## src/rtl/serial_frame_tx.sv

```systemverilog
`default_nettype none
// ============================================================================
// Module   : serial_frame_tx
// Purpose  : Serial frame transmitter. Takes one parallel word over a
//            valid/ready handshake and shifts it out LSB-first on a single
//            line as start bit, data bits, optional parity and stop bit(s).
//            Every bit lasts exactly one period of the external i_en tick.
// Revision : 1.0 - initial release
// ----------------------------------------------------------------------------
// Parameters
//   DATA_BITS  data bits per frame (1..16)
//   PARITY     0 none, 1 even, 2 odd
//   STOP_BITS  stop bits per frame (1 or 2)
// Ports
//   clk      in   rising-edge clock
//   i_sclr   in   synchronous active-high clear, highest priority
//   i_en     in   bit-rate tick, one-cycle pulse per bit period
//   i_valid  in   i_dat holds a word to send
//   i_dat    in   word to transmit (sampled only at the handshake edge)
//   o_ready  out  block can accept a word this cycle (IDLE only)
//   o_txd    out  registered serial line, idle high
//   o_busy   out  a frame is pending or in flight
//   o_done   out  one-cycle pulse after the last stop bit completes
// ============================================================================
module serial_frame_tx #(
  parameter int DATA_BITS = 8,
  parameter int PARITY    = 0,
  parameter int STOP_BITS = 1
) (
  input  logic                 clk,
  input  logic                 i_sclr,
  input  logic                 i_en,
  input  logic                 i_valid,
  input  logic [DATA_BITS-1:0] i_dat,
  output logic                 o_ready,
  output logic                 o_txd,
  output logic                 o_busy,
  output logic                 o_done
);

  typedef enum logic [2:0] {
    S_IDLE   = 3'd0,
    S_SYNC   = 3'd1,
    S_START  = 3'd2,
    S_DATA   = 3'd3,
    S_PARITY = 3'd4,
    S_STOP   = 3'd5
  } state_t;

  // One counter serves both the data-bit count and the stop-bit count.
  localparam logic [4:0] C_LAST_DATA = 5'(DATA_BITS - 1);
  localparam logic [4:0] C_LAST_STOP = 5'(STOP_BITS - 1);

  state_t               r_state, w_state_n;
  logic [DATA_BITS-1:0] r_shift, w_shift_n;
  logic [4:0]           r_cnt,   w_cnt_n;
  logic                 r_par,   w_par_n;
  logic                 r_txd,   w_txd_n;
  logic                 r_done,  w_done_n;
  logic [DATA_BITS-1:0] w_shift_dn;

  assign w_shift_dn = r_shift >> 1;

  always_ff @(posedge clk) begin
    if (i_sclr) begin
      r_state <= S_IDLE;
      r_shift <= '0;
      r_cnt   <= '0;
      r_par   <= 1'b0;
      r_txd   <= 1'b1;
      r_done  <= 1'b0;
    end else begin
      r_state <= w_state_n;
      r_shift <= w_shift_n;
      r_cnt   <= w_cnt_n;
      r_par   <= w_par_n;
      r_txd   <= w_txd_n;
      r_done  <= w_done_n;
    end
  end

  // The line level is computed for the state being entered, so the output
  // register presents each bit in the same cycle its state begins.
  always_comb begin
    w_state_n = r_state;
    w_shift_n = r_shift;
    w_cnt_n   = r_cnt;
    w_par_n   = r_par;
    w_txd_n   = r_txd;
    w_done_n  = 1'b0;
    case (r_state)
      S_IDLE: begin
        w_txd_n = 1'b1;
        if (i_valid) begin
          w_shift_n = i_dat;
          w_par_n   = (PARITY == 2) ? ~^i_dat : ^i_dat;
          w_cnt_n   = '0;
          w_state_n = S_SYNC;
        end
      end
      S_SYNC: begin
        if (i_en) begin
          w_state_n = S_START;
          w_txd_n   = 1'b0;
        end
      end
      S_START: begin
        if (i_en) begin
          w_state_n = S_DATA;
          w_txd_n   = r_shift[0];
          w_cnt_n   = '0;
        end
      end
      S_DATA: begin
        if (i_en) begin
          if (r_cnt == C_LAST_DATA) begin
            w_cnt_n = '0;
            if (PARITY != 0) begin
              w_state_n = S_PARITY;
              w_txd_n   = r_par;
            end else begin
              w_state_n = S_STOP;
              w_txd_n   = 1'b1;
            end
          end else begin
            w_shift_n = w_shift_dn;
            w_cnt_n   = r_cnt + 5'd1;
            w_txd_n   = w_shift_dn[0];
          end
        end
      end
      S_PARITY: begin
        if (i_en) begin
          w_state_n = S_STOP;
          w_txd_n   = 1'b1;
          w_cnt_n   = '0;
        end
      end
      S_STOP: begin
        if (i_en) begin
          if (r_cnt == C_LAST_STOP) begin
            w_state_n = S_IDLE;
            w_cnt_n   = '0;
            w_done_n  = 1'b1;
          end else begin
            w_cnt_n = r_cnt + 5'd1;
          end
          w_txd_n = 1'b1;
        end
      end
      default: begin
        w_state_n = S_IDLE;
        w_txd_n   = 1'b1;
      end
    endcase
  end

  assign o_ready = (r_state == S_IDLE);
  assign o_busy  = (r_state != S_IDLE);
  assign o_txd   = r_txd;
  assign o_done  = r_done;

endmodule
`default_nettype wire

```

## config.mk

```make
export PLATFORM = sky130hd
export DESIGN_NAME = serial_frame_tx
export DESIGN_NICKNAME = d
export VERILOG_FILES = /design/src/rtl/serial_frame_tx.sv
export SDC_FILE = /design/constraint.sdc
export NUM_CORES = 1
export LEC_CHECK = 0
export ABC_AREA = 1
export ABC_CLOCK_PERIOD_IN_PS = 3560
export CAP_MARGIN = 20
export CORE_MARGIN = 3
export CORE_UTILIZATION = 30
export CTS_CLUSTER_SIZE = 10
export DETAILED_ROUTE_END_ITERATION = 8
export PLACE_DENSITY = 0.46
export SYNTH_ARGS = -nofsm -noshare
export SYNTH_HDL_FRONTEND = slang
export SYNTH_SLANG_ARGS = --single-unit
export TNS_END_PERCENT = 10
```

## constraint.sdc

```tcl
create_clock -name clk -period 3.56 [get_ports clk]
set_input_delay 0.712 -clock clk [delete_from_list [all_inputs] [get_ports clk]]
set_output_delay 0.712 -clock clk [all_outputs]
set_load 0.005 [all_outputs]
```

# Word-level counts from Yosys, hierarchy flattened
# Index checks and enable logic that the tools add are counted.
[totals]
register_bits = 18
word_cells = 64
out_inout_bits = 4
[op_classes]
n_bitwise = 2
reduce_logical = 12
addsub = 1
n_eq_ne = 17
mux = 27
[ops]
columns = ["operator", "n"]
rows = [
  ["$mux 5", 6],
  ["$mux 3", 8],
  ["$mux 8", 3],
  ["$pmux 5 s4", 1],
  ["$ne 2x2->1 const B", 9],
  ["$pmux 3 s6", 1],
  ["$pmux 8 s2", 1],
  ["$reduce_and 4->1", 2],
  ["$reduce_and 8->1", 1],
  ["$eq 3x2->1 const B", 2],
  ["$eq 3x3->1 const B", 2],
  ["$mux 1", 6],
  ["$add 5x1->5 const B", 1],
  ["$eq 5x3->1 const B", 1],
  ["$logic_not 5->1", 1],
  ["$reduce_and 5->1", 1],
  ["$ne 2x1->1 const B", 2],
  ["$pmux 1 s4", 1],
  ["$reduce_bool 4->1", 1],
  ["$reduce_or 2->1", 2],
  ["$eq 3x1->1 const B", 1],
  ["$logic_not 3->1", 1],
  ["$reduce_bool 3->1", 1],
  ["$reduce_or 3->1", 1],
  ["2 further kinds", 3],
]

# Longest topological paths before layout
[depth]
word_depth = 4
ltp_mapped = 12
mapped_depth_nobuf = 12

# Least setup slack after synthesis
# OpenSTA, ideal clock, no wires.
[synth_timing]
path_kind = "flip-flop to output port"
from = "register r_state[1]"
to = "output o_ready"
n_path_buf = 0
t_arrival_ns = 0.828
slack_ns = 2.020
path_stages_with_launch = 4
t_required_ns = 2.848
path_cell_list = "dfxtp_1 -> nor2_1 -> nand2_1 -> inv_1"
[synth_between]
elab_chain_cells = 1
[synth_lines]
columns = ["item", "line", "text"]
rows = [
  ["start: declaration", "54", "state_t r_state, w_state_n;"],
  ["start signal: assignment", "73", "r_state <= w_state_n;"],
  ["$logic_not 3->1", "158", "assign o_ready = (r_state == S_IDLE);"],
  ["end: declaration", "35", "output logic o_ready,"],
]
# No other way between the ends.

# Worst setup path after layout
# Ends and elaborated chain as after synthesis.

==> impl_metrics.ini <==
[sta]
fmax_ghz = 0.401
setup_viol = 0
relSlewSlack_pct = 76.5
setup_tns_ns = 0
hold_viol = 0
skew_ns = 0.00759
slew_violations = 0
rsz0062_at_grt = no
fin_crit_sh_pct = 70.0
worst_slack_ns = 1.07
whs_ns = 0.486
finalCriticalPeriod_ns = 2.49
worst_pin_slew_ns = 0.352

[worst_setup_path]
cpPeakStageDelay_ns = 0.50
worstPathArrival_ns = 1.78
worstSetupEndpointType = output pin
crit_family = buffers and inverters
worstPathCellList = nor2_1 > nand2_1 > inv_1 > clkdlybuf4s50_1
path_max_fanout = 7
slowest_stage = clkdlybuf4s50_1
crit_type = flop to output pin
start_kind = flop
crit_buf_inv = 2
worstPathRequired_ns = 2.85

[drt]
post-route-drc-count = 0
wl_um = 2600
ant_nets = 0
route.vias.total = 1068
wl_per_cell_um = 11.0
drt_first_pass_iters = 4
post_drt_via_cell_ratio = 4.51
drt_iter0_drc = 57

[layout]
diodes = 0
drive_above_1_share_pct = 6.81
fillers = 379
finalNetCount = 206
area_growth_pct = 20.1
fin_area_sq_mm = 0.00129
fin_cells = 237

[power]
power_frac_seq_pct = 30.6
switching_share_pct = 48.1
ir_worst_vdd_mv = 0.379
power.density_mw_per_mm2 = 842
combPwrFrac_pct = 57.2
p_switching_mw = 0.525
clkPwrFrac_pct = 12.2
internal-power_mw = 0.566
p_leak_nw = 0.611

[die]
start_util_pct = 31.8
rows = 21
dieArea_sq_mm = 0.00435
fp.dieH_um = 66.0
io_pins = 16
core_sq_mm = 0.00339
die_w_um = 66.0

[clock_tree]
cts.sinks = 18
cts_made_buffers = 3
clockBufferDepth = 2
cts_resized = 0
root_buffer = clkbuf_4
clock_latency_ns = 0.30
cts_tree = done
cts_hold_buf = 0
cts.clk_slew.worst_paths_ns = 0.12
htreeDepth = 1
post_cts_buffers = 0

[run]
drv_cap = 0

[global_routing]
grt_pass1_vias = 1005
grt_antenna_before_repair = 0
grt_max_degree = 13
grt_pass1_wl_um = 4540
grtUsageMet3_pct = 2.55
top_usage_layer = met2
met2_usage_pct = 23.0
gr-total-overflow = 0
grt_usage_pct = 13.6
grtUsageMet1_pct = 17.5

[outcome]
run_status = finished clean

[placed_design]
dp_slack_ns = 1.42
port_buffers = 15
place_hpwl_um = 1990
place_area_sq_mm = 0.00126
place.gp.congestion = 0.801
place_inst = 233

[synthesis]
netlist_area_sq_mm = 0.00108
yosys.area.top_type_share_pct = 33.4
synth_edf_count = 0
synth_warnings = 0
yosysSeqAreaShare_pct = 33.4
syn_nets = 189
netlist_instances = 175
synth_common_cells = nand2_1, nor2_1, dfxtp_1
avgSynthCellArea_sq_um = 6.16
post-synth-top-count-cell = nand2_1
ys_async_sr_fraction_pct = 0
synth-seq-cells = 18
synthTopCellsByArea = dfxtp_1, nand2_1, nor2_1
synth_flop_cell = dfxtp_1
synth_top_cell_by_area = dfxtp_1
ys_types = 21

[min_path]
hold_class = flop to flop
==> layout by cell type (no fill, tap or decap), drive strengths merged, types with 4 or more instances in the layout <==
cell type | synthesis | routed
nand2 | 66 | 66
nor2 | 33 | 33
inv | 19 | 19
dfxtp | 18 | 18
clkdlybuf4s50 | 0 | 15
a21oi | 11 | 11
o21ai | 10 | 10
nand3 | 8 | 8
clkbuf | 0 | 4
==> per-stage QoR <==
stage	utilization (%)	power, mW
3_3_place_gp	37.1	0.962
3_5_place_dp	37.1	0.965
2_1_floorplan	-	0.788
4_1_cts	38.2	1.10
5_1_grt	38.2	1.22
6_report	38.2	1.09
==> path summary, 6_finish.rpt <==
kind | startpoint | to | slack (ns) | cells past startpoint
worst min-delay path | o_txd | o_txd | 0.49 | 2
worst min register to register | o_txd | o_txd | 0.49 | 2
worst max-delay path | r_state[1] | o_ready | 1.07 | 4
worst max register to register | r_state[1] | r_shift[6] | 1.85 | 8
==> state kept, by name (all words and copies together), names as in the netlist <==
signal,cells
r_shift,8
r_cnt,5
r_state,3
o_done,1
o_txd,1
==> kinds of logic (layout without fill, tap and decap cells) <==
logic type / count (synthesis) / in the layout / share of synthesized area, %
AO/OA/AOI/OAI: 22 / 22 / 11.4
adder cells (fa/ha/maj): 2 / 2 / 2.32
buffers and inverters: 22 / 38 / 9.16
flip-flops: 18 / 18 / 33.4
AND/OR/NAND/NOR: 110 / 110 / 42.9
XOR/XNOR: 1 / 1 / 0.812
==> worst min-delay path: stages (launching register included) <==
cell and delay [ns]:
dfxtp_1 0.36, a21oi_1 0.07, nand2_1 0.05
==> cell type report <==
| type | instances | area (sq um) | area share [%] |
|---|---|---|---|
| clock buffers | 4 | 36.3 | 2.80 |
| inverters | 19 | 71.3 | 5.51 |
| multi-input cells | 135 | 619 | 47.8 |
| flip-flops and latches | 18 | 360 | 27.8 |
| well taps | 46 | 57.6 | 4.44 |
| repair buffers | 15 | 150 | 11.6 |
==> routing by layer <==
layer  vias to the layer above  part of all wire, %  wire length, um
met2                        17                   48             1240
li1                        576                    -                -
met4                         0                 0.65               17
met5                         -                    0                0
met1                       473                   48             1240
met3                         2                  3.7               97
==> power by group through the flow <==
stage	Sequential [mW]	Combinational [mW]	Clock, mW
2_1_floorplan	0.327	0.461	0
3_3_place_gp	0.337	0.625	0
3_5_place_dp	0.337	0.628	0
4_1_cts	0.333	0.631	0.137
5_1_grt	0.344	0.725	0.147
6_report	0.333	0.624	0.133
(Power assumes the default switching activity.)
